$ cat src/rtl/score_pkg.sv
// Shared score types: 3x5 digit glyphs, game-flow states and screen placement.
package score_pkg;

  localparam int unsigned GLYPH_W   = 15;
  localparam int unsigned P_SCORE_X = 240;
  localparam int unsigned P_SCORE_Y = 16;
  localparam int unsigned E_SCORE_X = 368;
  localparam int unsigned E_SCORE_Y = 16;

  localparam int unsigned DEFAULT_MAX_SCORE    = 5;
  localparam int unsigned DEFAULT_MAX_SCORE_W  = 4;
  localparam int unsigned DEFAULT_SERVE_FRAMES = 60;
  localparam int unsigned DEFAULT_FLASH_FRAMES = 16;

  // One glyph row per field, row0 on top, MSB of a row is the leftmost pixel.
  typedef struct packed {
    logic [2:0] row0;
    logic [2:0] row1;
    logic [2:0] row2;
    logic [2:0] row3;
    logic [2:0] row4;
  } score_t;

  typedef enum logic [GLYPH_W-1:0] {
    ZERO  = 15'b111_101_101_101_111,
    ONE   = 15'b010_110_010_010_111,
    TWO   = 15'b111_001_111_100_111,
    THREE = 15'b111_001_111_001_111,
    FOUR  = 15'b101_101_111_001_001,
    FIVE  = 15'b111_100_111_001_111,
    SIX   = 15'b111_100_111_101_111,
    SEVEN = 15'b111_001_001_001_001,
    EIGHT = 15'b111_101_111_101_111,
    NINE  = 15'b111_101_111_001_111
  } score_e;

  typedef enum logic {
    ST_IDLE,
    ST_RUN
  } state_e;

  typedef enum logic [1:0] {
    ST_WAIT_START,
    ST_SERVE,
    ST_PLAY,
    ST_GAME_OVER
  } keeper_state_e;

endpackage

$ cat src/rtl/score_keeper_if.sv
// Game-event inputs and score/flow outputs of the score keeper.
interface score_keeper_if #(
  parameter int unsigned MAX_SCORE_W = score_pkg::DEFAULT_MAX_SCORE_W
);

  logic                   frame_tick_i;
  logic                   start_i;
  logic                   p_goal_i;
  logic                   e_goal_i;
  logic [MAX_SCORE_W-1:0] p_score_o;
  logic [MAX_SCORE_W-1:0] e_score_o;
  score_pkg::score_t      p_glyph_o;
  score_pkg::score_t      e_glyph_o;
  logic                   ball_en_o;
  logic                   serve_dir_o;
  logic                   game_over_o;
  logic                   winner_o;

  modport master (
    output frame_tick_i, start_i, p_goal_i, e_goal_i,
    input  p_score_o, e_score_o, p_glyph_o, e_glyph_o,
    input  ball_en_o, serve_dir_o, game_over_o, winner_o
  );

  modport slave (
    input  frame_tick_i, start_i, p_goal_i, e_goal_i,
    output p_score_o, e_score_o, p_glyph_o, e_glyph_o,
    output ball_en_o, serve_dir_o, game_over_o, winner_o
  );

endinterface

$ cat src/rtl/score_glyph_rom.sv
// Digit to 3x5 glyph lookup; out-of-range digits render blank.
module score_glyph_rom
  import score_pkg::*;
#(
  parameter int unsigned MAX_SCORE_W = DEFAULT_MAX_SCORE_W
) (
  input  logic [MAX_SCORE_W-1:0] digit,
  output score_t                 glyph_c
);

  always_comb begin
    glyph_c = '0;
    case (32'(digit))
      0:       glyph_c = score_t'(ZERO);
      1:       glyph_c = score_t'(ONE);
      2:       glyph_c = score_t'(TWO);
      3:       glyph_c = score_t'(THREE);
      4:       glyph_c = score_t'(FOUR);
      5:       glyph_c = score_t'(FIVE);
      6:       glyph_c = score_t'(SIX);
      7:       glyph_c = score_t'(SEVEN);
      8:       glyph_c = score_t'(EIGHT);
      9:       glyph_c = score_t'(NINE);
      default: glyph_c = '0;
    endcase
  end

endmodule

$ cat src/rtl/score_keeper.sv
// Game-flow sequencer and score counters feeding the score renderer.
module score_keeper
  import score_pkg::*;
#(
  parameter int unsigned MAX_SCORE    = DEFAULT_MAX_SCORE,
  parameter int unsigned MAX_SCORE_W  = DEFAULT_MAX_SCORE_W,
  parameter int unsigned SERVE_FRAMES = DEFAULT_SERVE_FRAMES,
  parameter int unsigned FLASH_FRAMES = DEFAULT_FLASH_FRAMES
) (
  input logic           clk_i,
  input logic           rst_i,
  score_keeper_if.slave bus
);

  localparam int unsigned SERVE_W = $clog2(SERVE_FRAMES + 1);
  localparam int unsigned FLASH_W = $clog2(FLASH_FRAMES + 1);

  localparam logic [MAX_SCORE_W-1:0] SCORE_MAX  = MAX_SCORE_W'(MAX_SCORE);
  localparam logic [MAX_SCORE_W-1:0] SCORE_LAST = MAX_SCORE_W'(MAX_SCORE - 1);
  localparam logic [SERVE_W-1:0]     SERVE_LOAD = SERVE_W'(SERVE_FRAMES);
  localparam logic [FLASH_W-1:0]     FLASH_LOAD = FLASH_W'(FLASH_FRAMES);

  keeper_state_e          state;
  logic [MAX_SCORE_W-1:0] p_score;
  logic [MAX_SCORE_W-1:0] e_score;
  logic [SERVE_W-1:0]     serve_cnt;
  logic [FLASH_W-1:0]     flash_cnt;
  logic                   visible;
  logic                   start_q;
  logic                   ball_en;
  logic                   serve_dir;
  logic                   game_over;
  logic                   winner;
  score_t                 p_glyph;
  score_t                 e_glyph;

  logic   start_rise_c;
  logic   goal_c;
  logic   win_c;
  score_t p_glyph_c;
  score_t e_glyph_c;

  assign start_rise_c = bus.start_i & ~start_q;
  // Exactly one goal pulse counts; a simultaneous pair is treated as noise.
  assign goal_c = bus.p_goal_i ^ bus.e_goal_i;
  assign win_c  = bus.p_goal_i ? (p_score == SCORE_LAST) : (e_score == SCORE_LAST);

  score_glyph_rom #(.MAX_SCORE_W(MAX_SCORE_W)) u_p_rom (
    .digit   (p_score),
    .glyph_c (p_glyph_c)
  );

  score_glyph_rom #(.MAX_SCORE_W(MAX_SCORE_W)) u_e_rom (
    .digit   (e_score),
    .glyph_c (e_glyph_c)
  );

  // Flow FSM with score, serve and flash counters; all outputs registered.
  always_ff @(posedge clk_i) begin
    if (rst_i) begin
      state     <= ST_WAIT_START;
      p_score   <= '0;
      e_score   <= '0;
      serve_cnt <= '0;
      flash_cnt <= '0;
      visible   <= 1'b1;
      start_q   <= 1'b1;
      ball_en   <= 1'b0;
      serve_dir <= 1'b0;
      game_over <= 1'b0;
      winner    <= 1'b0;
      p_glyph   <= score_t'(ZERO);
      e_glyph   <= score_t'(ZERO);
    end else begin
      start_q <= bus.start_i;
      p_glyph <= visible ? p_glyph_c : '0;
      e_glyph <= visible ? e_glyph_c : '0;

      case (state)
        ST_WAIT_START: begin
          ball_en <= 1'b0;
          if (start_rise_c) begin
            p_score   <= '0;
            e_score   <= '0;
            serve_cnt <= SERVE_LOAD;
            serve_dir <= 1'b0;
            state     <= ST_SERVE;
          end
        end

        ST_SERVE: begin
          if (bus.frame_tick_i) begin
            if (serve_cnt == SERVE_W'(1)) begin
              ball_en <= 1'b1;
              state   <= ST_PLAY;
            end else begin
              serve_cnt <= serve_cnt - SERVE_W'(1);
            end
          end
        end

        ST_PLAY: begin
          if (goal_c) begin
            ball_en   <= 1'b0;
            serve_dir <= bus.e_goal_i;
            if (bus.p_goal_i && (p_score < SCORE_MAX)) begin
              p_score <= p_score + MAX_SCORE_W'(1);
            end
            if (bus.e_goal_i && (e_score < SCORE_MAX)) begin
              e_score <= e_score + MAX_SCORE_W'(1);
            end
            if (win_c) begin
              game_over <= 1'b1;
              winner    <= bus.p_goal_i;
              flash_cnt <= FLASH_LOAD;
              state     <= ST_GAME_OVER;
            end else begin
              serve_cnt <= SERVE_LOAD;
              state     <= ST_SERVE;
            end
          end
        end

        ST_GAME_OVER: begin
          ball_en <= 1'b0;
          if (start_rise_c) begin
            p_score   <= '0;
            e_score   <= '0;
            game_over <= 1'b0;
            visible   <= 1'b1;
            serve_cnt <= SERVE_LOAD;
            state     <= ST_SERVE;
          end else if (bus.frame_tick_i) begin
            if (flash_cnt == FLASH_W'(1)) begin
              visible   <= ~visible;
              flash_cnt <= FLASH_LOAD;
            end else begin
              flash_cnt <= flash_cnt - FLASH_W'(1);
            end
          end
        end

        default: state <= ST_WAIT_START;
      endcase
    end
  end

  assign bus.p_score_o   = p_score;
  assign bus.e_score_o   = e_score;
  assign bus.p_glyph_o   = p_glyph;
  assign bus.e_glyph_o   = e_glyph;
  assign bus.ball_en_o   = ball_en;
  assign bus.serve_dir_o = serve_dir;
  assign bus.game_over_o = game_over;
  assign bus.winner_o    = winner;

endmodule

$ cat src/flat_wrapper.sv
// flat-port wrapper written by rule: the top's interface ports become plain ports
module score_keeper_flat import score_pkg::*;
#(
  parameter int unsigned MAX_SCORE    = DEFAULT_MAX_SCORE,
  parameter int unsigned MAX_SCORE_W  = DEFAULT_MAX_SCORE_W,
  parameter int unsigned SERVE_FRAMES = DEFAULT_SERVE_FRAMES,
  parameter int unsigned FLASH_FRAMES = DEFAULT_FLASH_FRAMES
)
  (clk_i, rst_i, bus_frame_tick_i, bus_start_i, bus_p_goal_i, bus_e_goal_i, bus_p_score_o, bus_e_score_o, bus_p_glyph_o, bus_e_glyph_o, bus_ball_en_o, bus_serve_dir_o, bus_game_over_o, bus_winner_o);
  score_keeper_if #(.MAX_SCORE_W(MAX_SCORE_W)) bus_i ();
  input logic clk_i;
  input logic rst_i;
  input wire logic [$bits(bus_i.frame_tick_i)-1:0] bus_frame_tick_i;
  input wire logic [$bits(bus_i.start_i)-1:0] bus_start_i;
  input wire logic [$bits(bus_i.p_goal_i)-1:0] bus_p_goal_i;
  input wire logic [$bits(bus_i.e_goal_i)-1:0] bus_e_goal_i;
  output wire logic [$bits(bus_i.p_score_o)-1:0] bus_p_score_o;
  output wire logic [$bits(bus_i.e_score_o)-1:0] bus_e_score_o;
  output wire logic [$bits(bus_i.p_glyph_o)-1:0] bus_p_glyph_o;
  output wire logic [$bits(bus_i.e_glyph_o)-1:0] bus_e_glyph_o;
  output wire logic [$bits(bus_i.ball_en_o)-1:0] bus_ball_en_o;
  output wire logic [$bits(bus_i.serve_dir_o)-1:0] bus_serve_dir_o;
  output wire logic [$bits(bus_i.game_over_o)-1:0] bus_game_over_o;
  output wire logic [$bits(bus_i.winner_o)-1:0] bus_winner_o;
  assign bus_i.frame_tick_i = bus_frame_tick_i;
  assign bus_i.start_i = bus_start_i;
  assign bus_i.p_goal_i = bus_p_goal_i;
  assign bus_i.e_goal_i = bus_e_goal_i;
  assign bus_p_score_o = bus_i.p_score_o;
  assign bus_e_score_o = bus_i.e_score_o;
  assign bus_p_glyph_o = bus_i.p_glyph_o;
  assign bus_e_glyph_o = bus_i.e_glyph_o;
  assign bus_ball_en_o = bus_i.ball_en_o;
  assign bus_serve_dir_o = bus_i.serve_dir_o;
  assign bus_game_over_o = bus_i.game_over_o;
  assign bus_winner_o = bus_i.winner_o;
  score_keeper #(.MAX_SCORE(MAX_SCORE), .MAX_SCORE_W(MAX_SCORE_W), .SERVE_FRAMES(SERVE_FRAMES), .FLASH_FRAMES(FLASH_FRAMES)) u_core (.clk_i(clk_i), .rst_i(rst_i), .bus(bus_i));
endmodule
$ cat config.mk
export PLATFORM = sky130hd
export DESIGN_NAME = score_keeper_flat
export DESIGN_NICKNAME = d
export VERILOG_FILES = /design/src/rtl/score_pkg.sv /design/src/rtl/score_keeper_if.sv /design/src/rtl/score_glyph_rom.sv /design/src/rtl/score_keeper.sv /design/src/flat_wrapper.sv
export SDC_FILE = /design/constraint.sdc
export NUM_CORES = 1
export LEC_CHECK = 0
export ABC_CLOCK_PERIOD_IN_PS = 3650
export CAP_MARGIN = 5
export CELL_PAD_IN_SITES_DETAIL_PLACEMENT = 1
export CELL_PAD_IN_SITES_GLOBAL_PLACEMENT = 1
export CORE_MARGIN = 2
export CORE_UTILIZATION = 41
export DETAILED_ROUTE_END_ITERATION = 8
export GPL_TIMING_DRIVEN = 0
export PLACE_DENSITY_LB_ADDON = 0.3
export SLEW_MARGIN = 20
export SYNTH_ARGS = -nofsm -noshare
export SYNTH_HDL_FRONTEND = slang
export SYNTH_SLANG_ARGS = --single-unit
$ cat constraint.sdc
create_clock -name clk_i -period 3.65 [get_ports clk_i]
set_clock_uncertainty 0.15 [all_clocks]
set_input_delay 0.9125 -clock clk_i [delete_from_list [all_inputs] [get_ports clk_i]]
set_output_delay 0.9125 -clock clk_i [all_outputs]
set_load 0.03 [all_outputs]
==> results.txt, run 1 <==
# fillers - 930
main area contributors after synthesis - dfxtp_1 (43%), ha_1 (7.6%), nand2_1 (6.5%)
# DRC - 0
Starting DRT DRC Count - 168
CORE AREA - 7770 sq um
Nets - 458
WP buf/inv - 2
number of flops mapped to enable cells by yosys - 0
area leader, netlist - dfxtp_1
synthesis-to-finish area growth - 22.7%
PostCTS Resize Cnt - 0
crit path max fanout - 7
placed cell area - 3880 sq um
final slew viol count - 0
Hold Path Class - flop to flop
worst path required time - 3760 ps
Slowest cell on crit path - a31oi_1
syn nets - 402
antenna violations before repair - 0
Least-Margin Pin Slew - 717 ps
internal power - 0.00133 W
minimum clock period after layout - 3350 ps
worst path cell trace - clkdlybuf4s50_1, and2b_1, a2bb2oi_4, nand2_1, a31oi_1, inv_1, ha_1, o32ai_1
combinational power share - 29.4%
Switch Pwr - 0.000739 W
initial core utilization - 42.6%
GP Congestion - 0.824
root buf cell - clkbuf_8
CTS H-tree depth - 3
total power - 0.00207 W
clock slew at reported path FFs - 80 ps
worst slack, placed - 20.4 ps
CP Launch Type - input pin
Cell Pwr Density - 511 nW/um^2
# setup viols final - 0
gr usage total - 20.6%
uppermost routed layer - met4
Top Ports - 48
Multi-input gate area - 1650 sq um
count of cell types in the netlist - 59
FFs w/ async S/R, synth - 0%
ratio of final minimum period to clock period - 91.9%
die area - 8800 sq um
Sw Ratio - 35.6%
largest net degree at the start of global routing - 14
clock sink total - 71
Hold Buf Count CTS - 0
Clk pwr share - 27.0%
share of cells above drive strength 1 - 9.84%
final hold vios - 0
Critical Path End Type - flop
vias - 2834
Routed met3 length - 259 um
commonest cells after routing, fill and taps aside - dfxtp_1 (71), nand2_1 (57), clkdlybuf4s50_1 (45)
Seq. cell area - 1420 sq um
Peak VDD IR - 0.000282 V
first-pass iteration count of the detailed router - 4
wire per inst - 15.8 um
total grt overflow - 0
fmax - 298 MHz
Die Wd - 93.8 um
global-route wire length before repair - 14.0 mm
vias per inst - 5.26
Seq pwr share - 43.7%
clk buf depth - 2
commonest non-fill, non-tap cell in the layout - dfxtp_1
cell area after layout - 4060 sq um
reported leakage power - 1.72 nW
final core utilization - 52.2%
TritonCTS buffer count - 9
Synth Warn # - 0
slowest stage delay, CP - 580 ps
RSZ-0062 raised after global routing - false
antenna viol nets, final - 0
met1 WL - 3.83 mm
delay-heaviest family, CP - compound AO/OA/AOI/OAI gates
syn_area_per_cell - 8.79 sq um
Setup Crit Path Kind - input pin to flop
# port buffers - 45
Ant. Diodes - 0
Rows - 32
Clock Latency Late Sink - 350 ps
MaxCap Viol Count - 0
sequential share of the synthesized area - 43.0%
post-synth top area share - 43.0%
Most used DFF post-synth - dfxtp_1
outcome - completed
TritonCTS clock tree - done
Final WS setup - 297 ps
number of global-route vias before repair - 2891
Synth Instances - 376
WL met2 - 4.28 mm
Setup Fix Bufs, Post-CTS - 0
Post-Syn Area - 3310 sq um
Max-slew headroom - 52.0%
final WL - 8.50 mm
Arr. time, crit path - 3460 ps
Setup Total Neg Slack - 0 ps
die span in y - 93.8 um
Final HPWL DP - 6.25 mm
#FFs+latches synth - 71
## state kept, by name (all words and copies together) (netlist names), 2 cells and up
register and cells:
u_core.bus.e_glyph_o 11, u_core.bus.p_score_o 4, u_core.bus.p_glyph_o 11, u_core.serve_cnt 6, u_core.flash_cnt 5, u_core.u_p_rom.glyph_c 11, u_core.state 2, u_core.bus.e_score_o 4
u_core.u_e_rom.glyph_c 11
## routing by layer
| layer | up-vias | GRT usage, % |
|---|---|---|
| met2 | 51 | 36.1 |
| met5 | - | 0 |
| met3 | 11 | 3.53 |
| met1 | 1378 | 24.7 |
| li1 | 1394 | - |
| met4 | 0 | 8.57 |
## Yosys cell counts, drive strengths merged, types with 4 or more instances
cell type,number
a211oi,4
a21oi,25
inv,27
nand2b,7
nor2b,5
ha,20
a31oi,7
nor3,11
nand2,57
o32ai,5
nand3,7
xor2,5
and2,7
dfxtp,71
nor2,19
clkbuf,9
xnor2,4
a21o,5
o21ai,20
or2,6
buf,14
## worst min-delay path: stages, from the launching register on
cell and delay [ps]:
dfxtp_1 310, nand2_1 50, nand2_1 50
## final cells by class
type,instances,share of cell area (%)
Multi-Input combinational cell,254,40.6
Sequential cell,71,35.0
Timing Repair Buffer,45,11.1
Buffer,23,3.24
Clock buffer,10,3.15
Tap cell,102,3.15
Inverter,28,2.59
Clock inverter,6,1.14
## cell families (layout without fill, tap and decap cells)
family	Yosys count	count (layout)	share of synthesized area, %
flops	71	71	43.0
xor+xnor	9	9	2.95
simple gates	137	137	20.4
mux	3	3	1.06
buf+inv	51	112	7.15
fa+ha+maj	20	20	7.57
compound gates	85	85	17.8
## final timing paths
path / start / to / slack [ps] / cells past startpoint
min reg2reg: u_core.u_e_rom.glyph_c[8] / u_core.bus.e_glyph_o[8] / 280 / 2
max reg2reg: u_core.state[1] / u_core.u_e_rom.glyph_c[9] / 350 / 10
min: u_core.u_e_rom.glyph_c[8] / u_core.bus.e_glyph_o[8] / 280 / 2
max: bus_start_i / u_core.u_p_rom.glyph_c[8] / 300 / 8
## power groups by stage
stage	Sequential (W)	Clock, W	Combinational, W
3_5_place_dp	0.000923	0	0.000601
5_1_grt	0.000916	0.000611	0.000682
6_report	0.000906	0.000559	0.000609
4_1_cts	0.000905	0.000568	0.000605
2_1_floorplan	0.000919	0	0.000454
3_3_place_gp	0.000918	0	0.000575
## per-stage QoR
stage | hold slack [ps] | cells
after floorplan | 254 | 376
after global placement | 257 | 523
after detailed placement | 267 | 523
after CTS | 278 | 539
after global routing | 295 | 539
final | 278 | 539
(Power assumes the default switching activity.)
==> run 2: changes to the inputs <==
--- a/config.mk
+++ b/config.mk
@@ -5,11 +5,10 @@
 export SDC_FILE = /design/constraint.sdc
 export NUM_CORES = 1
 export LEC_CHECK = 0
-export ABC_CLOCK_PERIOD_IN_PS = 3650
 export CAP_MARGIN = 5
 export CELL_PAD_IN_SITES_DETAIL_PLACEMENT = 1
 export CELL_PAD_IN_SITES_GLOBAL_PLACEMENT = 1
-export CORE_MARGIN = 2
+export CORE_MARGIN = 1.5
 export CORE_UTILIZATION = 41
 export DETAILED_ROUTE_END_ITERATION = 8
 export GPL_TIMING_DRIVEN = 0
==> results.txt, run 2 (same netlist as run 1, synthesis figures left out) <==
Ant. Diodes - 0 (unchanged)
ratio of final minimum period to clock period - 89.9% (-2.0 points)
dpl cells - 523 (unchanged)
final core utilization - 52.5% (+0.29 points)
# DRC - 0 (unchanged)
GP Congestion - 0.851 (+3.3%)
number of global-route vias before repair - 2733 (-5.5%)
initial core utilization - 42.6% (unchanged)
Peak VDD IR - 0.000265 V (-6.1%)
Layout Cells excl Fill - 538 (-0.19%)
worst path cell trace - clkdlybuf4s50_1, and2b_1, a2bb2oi_4, nand2_1, a31oi_1, inv_1, ha_1, o32ai_1
Final HPWL DP - 5.74 mm (-8.1%)
Clock Latency Late Sink - 350 ps (about the same)
crit path max fanout - 7 (unchanged)
Rows - 32 (unchanged)
Setup Crit Path Kind - input pin to flop
antenna viol nets, final - 0 (unchanged)
commonest non-fill, non-tap cell in the layout - dfxtp_1
Slowest cell on crit path - a31oi_1
commonest cells after routing, fill and taps aside - dfxtp_1 (71), nand2_1 (57), clkdlybuf4s50_1 (45)
CP Launch Type - input pin
clk buf depth - 2 (unchanged)
die area - 8610 sq um (-2.1%)
largest net degree at the start of global routing - 13 (-1)
minimum clock period after layout - 3280 ps (-71.9 ps)
root buf cell - clkbuf_8
synthesis-to-finish area growth - 23.4%
global-route wire length before repair - 13.0 mm (-7.2%)
MaxCap Viol Count - 0 (unchanged)
antenna violations before repair - 0 (unchanged)
total grt overflow - 0 (unchanged)
delay-heaviest family, CP - compound AO/OA/AOI/OAI gates
share of cells above drive strength 1 - 9.86% (+0.023 points)
reported leakage power - 1.73 nW (+0.67%)
wire per inst - 14.5 um (-8.2%)
final slew viol count - 0 (unchanged)
Setup Total Neg Slack - 0 ps (unchanged)
Hold Buf Count CTS - 0 (unchanged)
Setup Fix Bufs, Post-CTS - 0 (unchanged)
CTS H-tree depth - 3 (unchanged)
Die Wd - 92.8 um (-1.1%)
RSZ-0062 raised after global routing - false
slowest stage delay, CP - 590 ps (about the same)
vias per inst - 5.14 (-2.1%)
Least-Margin Pin Slew - 745 ps (+27.5 ps)
Cell Pwr Density - 525 nW/um^2 (+2.7%)
CORE AREA - 7770 sq um (unchanged)
first-pass iteration count of the detailed router - 4 (unchanged)
TritonCTS buffer count - 9 (unchanged)
Hold Path Class - flop to flop
Top Ports - 48 (unchanged)
Arr. time, crit path - 3380 ps (-80 ps)
Critical Path End Type - flop
PostCTS Resize Cnt - 0 (unchanged)
clock slew at reported path FFs - 70 ps (about the same)
# setup viols final - 0 (unchanged)
# port buffers - 45 (unchanged)
outcome - completed
TritonCTS clock tree - done
final hold vios - 0 (unchanged)
vias - 2768 (-2.3%)
Nets - 458 (unchanged)
WP buf/inv - 2 (unchanged)
worst path required time - 3750 ps (about the same)
clock sink total - 71 (unchanged)
Starting DRT DRC Count - 69 (-59%)
die span in y - 92.8 um (-1.1%)
final WL - 7.79 mm (-8.4%)
Max-slew headroom - 50.1% (-1.8 points)
fmax - 305 MHz (+2.2%)
gr usage total - 19.3% (-1.3 points)
run 2: changes by cell type in the layout (fill, tap and decap cells not counted):
cell       change
bufinv_16      +1
clkbuf_8       +1
clkinv_4       -1
clkbuf_1       -1
inv_6          -1
run 2: area by class of cell:
class,instances,area (sq um)
plain buffers,23,131
multi-input cells,254,1650
well taps,102,128
clock inverters,5,58.8
repair buffers,45,450
inverters,28,105
fillers,925,3690
clock buffers,10,138
flip-flops and latches,71,1420
run 2: power by group:
group	switching (W)	internal (W)	total, W
Sequential	0.0000589	0.000846	0.000905
Combinational	0.000367	0.000240	0.000607
Clock	0.000298	0.000330	0.000629
Total	0.000725	0.00142	0.00214
run 2: worst paths after layout:
check | slack (ps) | end | from | depth (start not counted)
setup / recovery | 370 | u_core.u_p_rom.glyph_c[7] | bus_start_i | 8
hold / removal | 280 | u_core.bus.p_glyph_o[7] | u_core.u_p_rom.glyph_c[7] | 1
setup reg to reg | 390 | u_core.u_e_rom.glyph_c[3] | u_core.state[0] | 11
hold reg to reg | 280 | u_core.bus.p_glyph_o[7] | u_core.u_p_rom.glyph_c[7] | 1
run 2: worst register-to-register path, delay by kind of cell (launching register included):
family,cells,cell delay [ps]
DFF,1,390
adders and majority gates,2,740
AOI/OAI and AO/OA,4,1090
buffers and inverters,3,490
and+or+nand+nor,2,290
run 2: routing by layer:
layer / wire length, um / vias up / global-route usage [%]
met4: 78 / 0 / 5.30
met2: 3590 / 58 / 31.6
met5: 0 / - / 0
li1: - / 1395 / -
met3: 291 / 8 / 4.93
met1: 3830 / 1307 / 25.0
run 2: through the flow:
step	hold slack, ps	setup WS [ps]	area [sq um]	power (W)
after floorplan	254	680	3310	0.00137
after global placement	256	8.45	3880	0.00149
after detailed placement	265	18.4	3880	0.00152
after CTS	282	370	4080	0.00216
after global routing	299	14.8	4080	0.00228
final	280	369	4080	0.00214
